--- src/rtl/regfile_write_arbiter.sv ---
// Register-file write-port arbiter: A (writeback) has priority, B is FIFO-buffered with starvation forcing.
// Optional macro REGWR_PENDING_MASK_EN adds pending_mask, the set of registers targeted by queued B entries.
module regfile_write_arbiter #(
    parameter int unsigned B_DEPTH      = 2,
    parameter int unsigned STARVE_LIMIT = 3
) (
    input  logic                      clk,
    input  logic                      rst,
    input  logic                      a_valid,
    output logic                      a_ready,
    input  logic [3:0]                a_reg,
    input  logic [15:0]               a_data,
    input  logic                      b_valid,
    output logic                      b_ready,
    input  logic [3:0]                b_reg,
    input  logic [15:0]               b_data,
    output logic                      WriteReg,
    output logic [3:0]                DstReg,
    output logic [15:0]               DstData,
    output logic [$clog2(B_DEPTH):0]  b_count,
    output logic                      forced_b
`ifdef REGWR_PENDING_MASK_EN
    ,
    output logic [15:0]               pending_mask
`endif
);

    localparam int unsigned PTR_W = $clog2(B_DEPTH);
    localparam int unsigned CNT_W = PTR_W + 1;

    logic [3:0]       fifo_reg_q  [B_DEPTH];
    logic [15:0]      fifo_data_q [B_DEPTH];

    logic [PTR_W-1:0] wr_ptr_q, wr_ptr_d;
    logic [PTR_W-1:0] rd_ptr_q, rd_ptr_d;
    logic [CNT_W-1:0] count_q, count_d;
    logic [3:0]       starve_q, starve_d;
    logic             write_q, write_d;
    logic [3:0]       dst_reg_q, dst_reg_d;
    logic [15:0]      dst_data_q, dst_data_d;
    logic             forced_q, forced_d;

    logic empty, full, force_b, grant_a, grant_b, push, pop;

    always_comb begin
        empty   = (count_q == '0);
        full    = (count_q == CNT_W'(B_DEPTH));
        force_b = !empty && (starve_q == 4'(STARVE_LIMIT));
        grant_a = !force_b && a_valid;
        grant_b = !empty && (force_b || !a_valid);
        push    = b_valid && !full;
        pop     = grant_b;

        wr_ptr_d = wr_ptr_q + PTR_W'(push);
        rd_ptr_d = rd_ptr_q + PTR_W'(pop);
        count_d  = count_q + CNT_W'(push) - CNT_W'(pop);

        // Saturating: once at the limit it stays there until B is served.
        if (empty || grant_b)
            starve_d = '0;
        else if (grant_a && (starve_q != 4'(STARVE_LIMIT)))
            starve_d = starve_q + 4'd1;
        else
            starve_d = starve_q;

        write_d    = 1'b0;
        dst_reg_d  = dst_reg_q;
        dst_data_d = dst_data_q;
        if (grant_a) begin
            write_d    = (a_reg != 4'd0);
            dst_reg_d  = a_reg;
            dst_data_d = a_data;
        end else if (grant_b) begin
            write_d    = (fifo_reg_q[rd_ptr_q] != 4'd0);
            dst_reg_d  = fifo_reg_q[rd_ptr_q];
            dst_data_d = fifo_data_q[rd_ptr_q];
        end

        forced_d = force_b;
    end

    always_ff @(posedge clk) begin
        if (push) begin
            fifo_reg_q[wr_ptr_q]  <= b_reg;
            fifo_data_q[wr_ptr_q] <= b_data;
        end
    end

    always_ff @(posedge clk) begin
        if (rst) begin
            wr_ptr_q   <= '0;
            rd_ptr_q   <= '0;
            count_q    <= '0;
            starve_q   <= '0;
            write_q    <= 1'b0;
            dst_reg_q  <= '0;
            dst_data_q <= '0;
            forced_q   <= 1'b0;
        end else begin
            wr_ptr_q   <= wr_ptr_d;
            rd_ptr_q   <= rd_ptr_d;
            count_q    <= count_d;
            starve_q   <= starve_d;
            write_q    <= write_d;
            dst_reg_q  <= dst_reg_d;
            dst_data_q <= dst_data_d;
            forced_q   <= forced_d;
        end
    end

    assign a_ready  = !force_b;
    assign b_ready  = !full;
    assign b_count  = count_q;
    assign WriteReg = write_q;
    assign DstReg   = dst_reg_q;
    assign DstData  = dst_data_q;
    assign forced_b = forced_q;

`ifdef REGWR_PENDING_MASK_EN
    logic [PTR_W-1:0] mask_off;

    // An entry is live when its distance from the head is below the occupancy.
    always_comb begin
        pending_mask = '0;
        mask_off     = '0;
        for (int unsigned i = 0; i < B_DEPTH; i++) begin
            mask_off = PTR_W'(i) - rd_ptr_q;
            if (CNT_W'(mask_off) < count_q)
                pending_mask[fifo_reg_q[i]] = 1'b1;
        end
        pending_mask[0] = 1'b0;
    end
`endif

endmodule

--- config.mk ---
export PLATFORM = sky130hd
export DESIGN_NAME = regfile_write_arbiter
export DESIGN_NICKNAME = d
export VERILOG_FILES = /design/src/rtl/regfile_write_arbiter.sv
export SDC_FILE = /design/constraint.sdc
export NUM_CORES = 1
export LEC_CHECK = 0
export CORE_ASPECT_RATIO = 1.2
export CORE_UTILIZATION = 30
export CTS_CLUSTER_SIZE = 8
export DETAILED_ROUTE_END_ITERATION = 10
export PLACE_DENSITY = 0.6
export REMOVE_ABC_BUFFERS = 1
export SETUP_SLACK_MARGIN = 0.4
export SLEW_MARGIN = 10
export SYNTH_ARGS = -nofsm -noshare
export SYNTH_HDL_FRONTEND = slang
export SYNTH_SLANG_ARGS = --single-unit
--- constraint.sdc ---
create_clock -name clk -period 3.75 [get_ports clk]
set_input_delay 0.375 -clock clk [delete_from_list [all_inputs] [get_ports clk]]
set_output_delay 0.375 -clock clk [all_outputs]
set_load 0.1 [all_outputs]
==> flow_summary_export.csv, run 1 <==
group,metric,value,unit
status,status,"complete, no violations",
floorplan,die_w,89.3,um
routing,wire_per_inst,14.0,um
cts,clockBufferDepth,2,
final_layout,antenna_cells,0,
cts,cts_setup_buffers,0,
placement,hpwl,4.06,mm
critical_path,arrival,2.33,ns
placement,placed_area,3550,um2
synth,synth_edf_count,40,
synth,synth.top_cells.by_count,"40 x edfxtp_1, 30 x dfxtp_1, 22 x nand2_1, 17 x nand3_1, 15 x o21ai_0",
synth,synthesis.area,2750,um2
synth,yosysSeqAreaShare,0.656,
critical_path,required,3.38,ns
routing,drc_errors,0,
global_route,grt_pass1_wl,8.98,mm
worst_hold_path,hp-class,"flip-flop to flip-flop",
worst_hold_path,hold_depth,2,
sta,fin_crit_sh,0.721,
critical_path,slowest_stage,"clkdlybuf4s50_1",
synth,synth_most_common_cell,"edfxtp_1",
critical_path,endpoint_kind,"output port",
sta,period_needed,2.70,ns
floorplan,die_area,9540,um2
critical_path,critical_path_class,"flip-flop to output port",
routing,wirelength,5.78,mm
global_route,track_usage,0.131,
global_route,grt_max_degree,31,
critical_path,crit_family,"buffers and inverters",
critical_path,cp_max_fo,4,
critical_path,critical_path_buf_inv_count,1,
placement,gp_congestion,0.781,
cts,clock-sinks,70,
routing,vias,1909,
power,p_per_area,663,nW/um2
global_route,grt_pass1_vias,1904,
cts,numCtsBuffers,9,
sta,setup_viol,0,
sta,hold_viol_final,0,
global_route,gr-total-overflow,0,
sta,worst_pin_slew,1.19,ns
sta,fin_skew,0.00598,ns
cts,cts_root_buf,"clkbuf_8",
floorplan,rows,37,
cts,cts_resized,0,
final_layout,syn_to_final_growth,35.9,%
power,leakage,1.28,nW
final_layout,fin_area,3730,um2
synth,synth.top_cell.area_share,0.438,
cts,hold_buffers,0,
routing,drt.antenna.violating_nets,0,
sta,finalSetupTns,0,ns
synth,yosysWarnings,0,
synth,synthTopCellsByArea,"edfxtp_1 44%, dfxtp_1 22%, mux2_2 4.9%, nand3_1 3.1%, nand2_1 3.0%",
synth,async_reset_ff_frac,0,
sta,relSlewSlack,0.205,
cts,clk_transition_reported_paths,0.07,ns
routing,firstDrtPassIters,4,
sta,rsz0062_at_grt,"no",
critical_path,ff2ff_path_depth,9,
floorplan,io-pin-count,70,
cts,h-tree-depth,3,
final_layout,fin_cells,412,
floorplan,die_h,107,um
synth,postSynthAreaPerCell,12.6,um2
cts,clkLatencyLatePin,0.33,ns
synth,synthCells,218,
critical_path,critPathMaxStageDelay,0.99,ns
power,power,2.48,mW
routing,drt-initial-drc-count,88,
critical_path,crit_chain,"ha_1 > nor3b_1 > o21ai_0 > clkdlybuf4s50_1",
sta,fmax,0.370,GHz
critical_path,cp.depth,4,
critical_path,start_kind,"flip-flop",
synth,ys.flop_type,"edfxtp_1",
run,max-cap-violations,0,
placement,io_buffer_count,69,
final_layout,drive_above_1_share,0.105,
placement,dpl.cell_count,396,
synth,synth_cell_types,34,
floorplan,core-area,8750,um2
synth,yosys.area.top_type,"edfxtp_1",
global_route,antenna_found_initial,0,
floorplan,initial_core_util,0.314,
sta,slew_viol_final,0,
synth,ys_seq_elements,70,
cts,cts_tree,"built",
routing,vias_per_cell,4.63,
power,ir_drop,0.000180,V
final_layout,fin_nets,339,
[power by group]
group | switching, mW | internal (mW) | leakage, nW
Combinational | 0.610 | 0.263 | 0.567
Sequential | 0.0943 | 0.949 | 0.621
Clock | 0.257 | 0.302 | 0.0884
Total | 0.961 | 1.51 | 1.28
[layout by cell type (no fill, tap or decap), types with 2 or more instances in the layout]
cell | Yosys | layout
clkdlybuf4s50_1 | 0 | 69
edfxtp_1 | 40 | 40
dfxtp_1 | 30 | 30
nand2_1 | 22 | 22
nand3_1 | 17 | 17
o21ai_0 | 15 | 15
mux2_2 | 12 | 12
nand3b_1 | 9 | 9
clkbuf_8 | 0 | 9
nor2b_1 | 8 | 8
a211oi_1 | 7 | 7
a21oi_1 | 7 | 7
nor2_1 | 6 | 6
a22oi_1 | 5 | 5
ha_1 | 5 | 5
inv_1 | 3 | 3
nor3_1 | 3 | 3
nand2b_1 | 2 | 2
nor3b_1 | 2 | 2
xnor2_1 | 2 | 2
xor2_1 | 2 | 2
clkbuf_1 | 3 | 2
clkinv_1 | 0 | 2
[worst paths after layout]
path,startpoint,to,slack [ns]
max,starve_q[0],a_ready,1.05
min,DstData[13],DstData[13],0.45
max reg2reg,starve_q[0],b_count[1],1.46
min reg2reg,DstData[13],DstData[13],0.45
[tightest hold or removal path: stages (launching register included)]
cell     delay (ns)
dfxtp_1        0.32
nand2_1        0.04
o21ai_0        0.06
[sequential cells by signal (all words and copies together) (netlist names)]
name / cells
b_count: 2
wr_ptr_q: 1
fifo_data_q: 32
rd_ptr_q: 1
forced_b: 1
WriteReg: 1
DstData: 16
starve_q: 4
fifo_reg_q: 8
DstReg: 4
[cells by family after synthesis]
group	synth area share
buffers and inverters	0.0210
flip-flops	0.656
AO/OA/AOI/OAI	0.0907
XOR/XNOR	0.0128
adder cells (fa/ha/maj)	0.0228
multiplexers	0.0529
AND/OR/NAND/NOR	0.144
[metal layers]
metal	wire, um	vias up	global-route usage	share of wire
li1	-	948	-	-
met3	239	14	0.0308	0.041
met1	2360	903	0.140	0.41
met2	3000	44	0.225	0.52
met5	0	-	0	0
met4	189	0	0.0873	0.033
[area by class of cell]
class                           instances  area, um2
Tap cell                              117        146
Clock inverter                          5       50.0
Sequential cell                        70       1800
Clock buffer                           11        131
Inverter                                3       11.3
Multi-Input combinational cell        136        892
Timing Repair Buffer                   70        698
Fill cell                             830       5020
[per-stage QoR]
step                      utilization  setup slack [ns]  hold slack (ns)
after floorplan                     -             0.406            0.431
after detailed placement        0.406              1.40            0.446
after CTS                       0.426              1.02            0.462
after global placement          0.406              1.46            0.438
after global routing            0.426             0.884            0.485
final                           0.426              1.05            0.455
(Power assumes the default switching activity.)
==> run 2, diff against run 1 <==
clock period = 2.7 ns   (was 3.75 ns; I/O delays follow)
==> run 2 against run 1 <==
Sequential share of layout area is the same. Wire length rose by 5.9%. Clock skew increased by 0.00074 ns.
==> flow_summary_export.csv, run 2 (synthesis gave the netlist of run 1 again) <==
group,metric,value,unit
status,status,"complete, no violations",
power,power,3.40,mW
floorplan,io-pin-count,70,
global_route,grt_pass1_wl,9.57,mm
final_layout,syn_to_final_growth,35.9,%
final_layout,antenna_cells,0,
placement,gp_congestion,0.753,
sta,hold_viol_final,0,
power,p_sw,1.36,mW
critical_path,start_kind,"flip-flop",
final_layout,final_cell_mix,"43 x clkdlybuf4s50_1, 40 x edfxtp_1, 36 x buf_4, 30 x dfxtp_1, 22 x nand2_1",
cts,h-tree-depth,3,
cts,clk_transition_reported_paths,0.07,ns
final_layout,largest_reg_flops,32,
placement,placed_area,3540,um2
global_route,grt_max_degree,23,
final_layout,final_common_cell,"clkdlybuf4s50_1",
power,p_per_area,911,nW/um2
routing,drt-initial-drc-count,69,
global_route,antenna_found_initial,0,
cts,clkLatencyLatePin,0.33,ns
final_layout,top_register,"fifo_data_q",
critical_path,crit_top_cell,"ha_1",
final_layout,fin_area,3730,um2
power,sequentialPowerShare,0.411,
power,ir_drop,0.000333,V
sta,setup_viol,0,
power,leakage,1.36,nW
power,p_clk_frac,0.200,
critical_path,critical_path_buf_inv_count,1,
placement,io_buffer_count,69,
sta,rsz0062_at_grt,"no",
final_layout,fin_nets,349,
cts,cts_tree,"built",
cts,clockBufferDepth,2,
power,p_int,2.04,mW
routing,drc_errors,0,
sta,fin_skew,0.00672,ns
critical_path,critPathMaxStageDelay,0.44,ns
critical_path,r2r_start,"starve_q[0]",
critical_path,crit_family,"adder cells",
floorplan,core-area,8750,um2
critical_path,endpoint_kind,"flip-flop",
sta,finalSetupTns,0,ns
floorplan,initial_core_util,0.314,
critical_path,critical_path_class,"flip-flop to flip-flop",
global_route,grt_pass1_vias,1982,
routing,firstDrtPassIters,4,
critical_path,required,2.92,ns
critical_path,crit_path_start,"starve_q[0]",
floorplan,die_area,9540,um2
cts,numCtsBuffers,9,
worst_hold_path,hp-class,"flip-flop to flip-flop",
routing,vias_per_cell,4.62,
final_layout,drive_above_1_share,0.213,
global_route,track_usage,0.138,
sta,period_needed,2.16,ns
placement,hpwl,4.35,mm
power,comb_power_share,0.389,
power,p_sw_frac,0.400,
floorplan,rows,37,
cts,cts_root_buf,"clkbuf_8",
routing,vias,1948,
sta,holdWs,0.455,ns
sta,fmax,0.462,GHz
critical_path,arrival,2.38,ns
worst_hold_path,hold_start,"DstData[8]",
sta,slew_viol_final,0,
routing,wire_per_inst,14.5,um
floorplan,die_h,107,um
sta,worst_pin_slew,0.645,ns
run,max-cap-violations,0,
critical_path,cp_max_fo,5,
sta,fin_crit_sh,0.801,
critical_path,slowest_stage,"or3b_4",
floorplan,die_w,89.3,um
sta,relSlewSlack,0.570,
final_layout,utilization,0.426,
routing,drt.antenna.violating_nets,0,
critical_path,crit_chain,"ha_1 > or3b_4 > a21oi_4 > ha_1 > inv_1 > ha_1 > xor2_1 > xnor2_1 > nor2_1",
cts,clock-sinks,70,
global_route,gr-total-overflow,0,
routing,wirelength,6.12,mm
[run 2: cell count changes in the layout (fill, tap and decap cells not counted), sizes merged]
cell           previous run  this run
clkbuf                   11        13
buf                       1        37
bufinv                    1         0
clkinvlp                  1         0
clkdlybuf4s50            69        43
[run 2: power by group through the flow]
stage | clock (mW) | sequential, mW | combinational [mW]
2_1_floorplan | 0 | 1.95 | 0.386
6_report | 0.680 | 1.40 | 1.32
5_1_grt | 0.757 | 1.42 | 1.40
4_1_cts | 0.709 | 1.40 | 1.31
3_5_place_dp | 0 | 1.42 | 1.30
3_3_place_gp | 0 | 1.42 | 1.28
[run 2: cell type report]
cell class | count | area (um2)
Clock buffer | 13 | 139
Clock inverter | 3 | 12.5
Fill cell | 817 | 5020
Inverter | 3 | 11.3
Multi-Input combinational cell | 136 | 900
Sequential cell | 70 | 1800
Tap cell | 117 | 146
Timing Repair Buffer | 80 | 721
[run 2: layer usage]
layer  vias to the layer above  global-route usage  wire, um
li1                        967                   -         -
met2                        49               0.237      3200
met4                         0              0.0635       168
met3                        16              0.0362       249
met5                         -                   0         0
met1                       916               0.156      2510
[run 2: tightest hold or removal path, stage by stage (launching register included)]
cell and delay (ns):
dfxtp_1 0.33, nand2_1 0.05, nand3_1 0.05
[run 2: path summary, 6_finish.rpt]
path / to / slack [ns] / cells past startpoint
max: b_count[1] / 0.54 / 9
min: DstData[8] / 0.46 / 2
max reg2reg: b_count[1] / 0.54 / 9
min reg2reg: DstData[8] / 0.46 / 2
[run 2: repair_timing]
item | in CTS | in global routing
setup buffers | 0 | 4
gates resized for setup | 1 | 0
hold buffers | 0 | 0
setup endpoints to repair | 1 | 1
pin swaps | 0 | 1
[run 2: stage by stage]
step / std cells / worst slack (ns)
floorplan: 209 / -0.539
global placement: 402 / 0.481
detailed placement: 402 / 0.391
CTS: 418 / 0.476
global route: 422 / 0.391
finish: 422 / 0.537
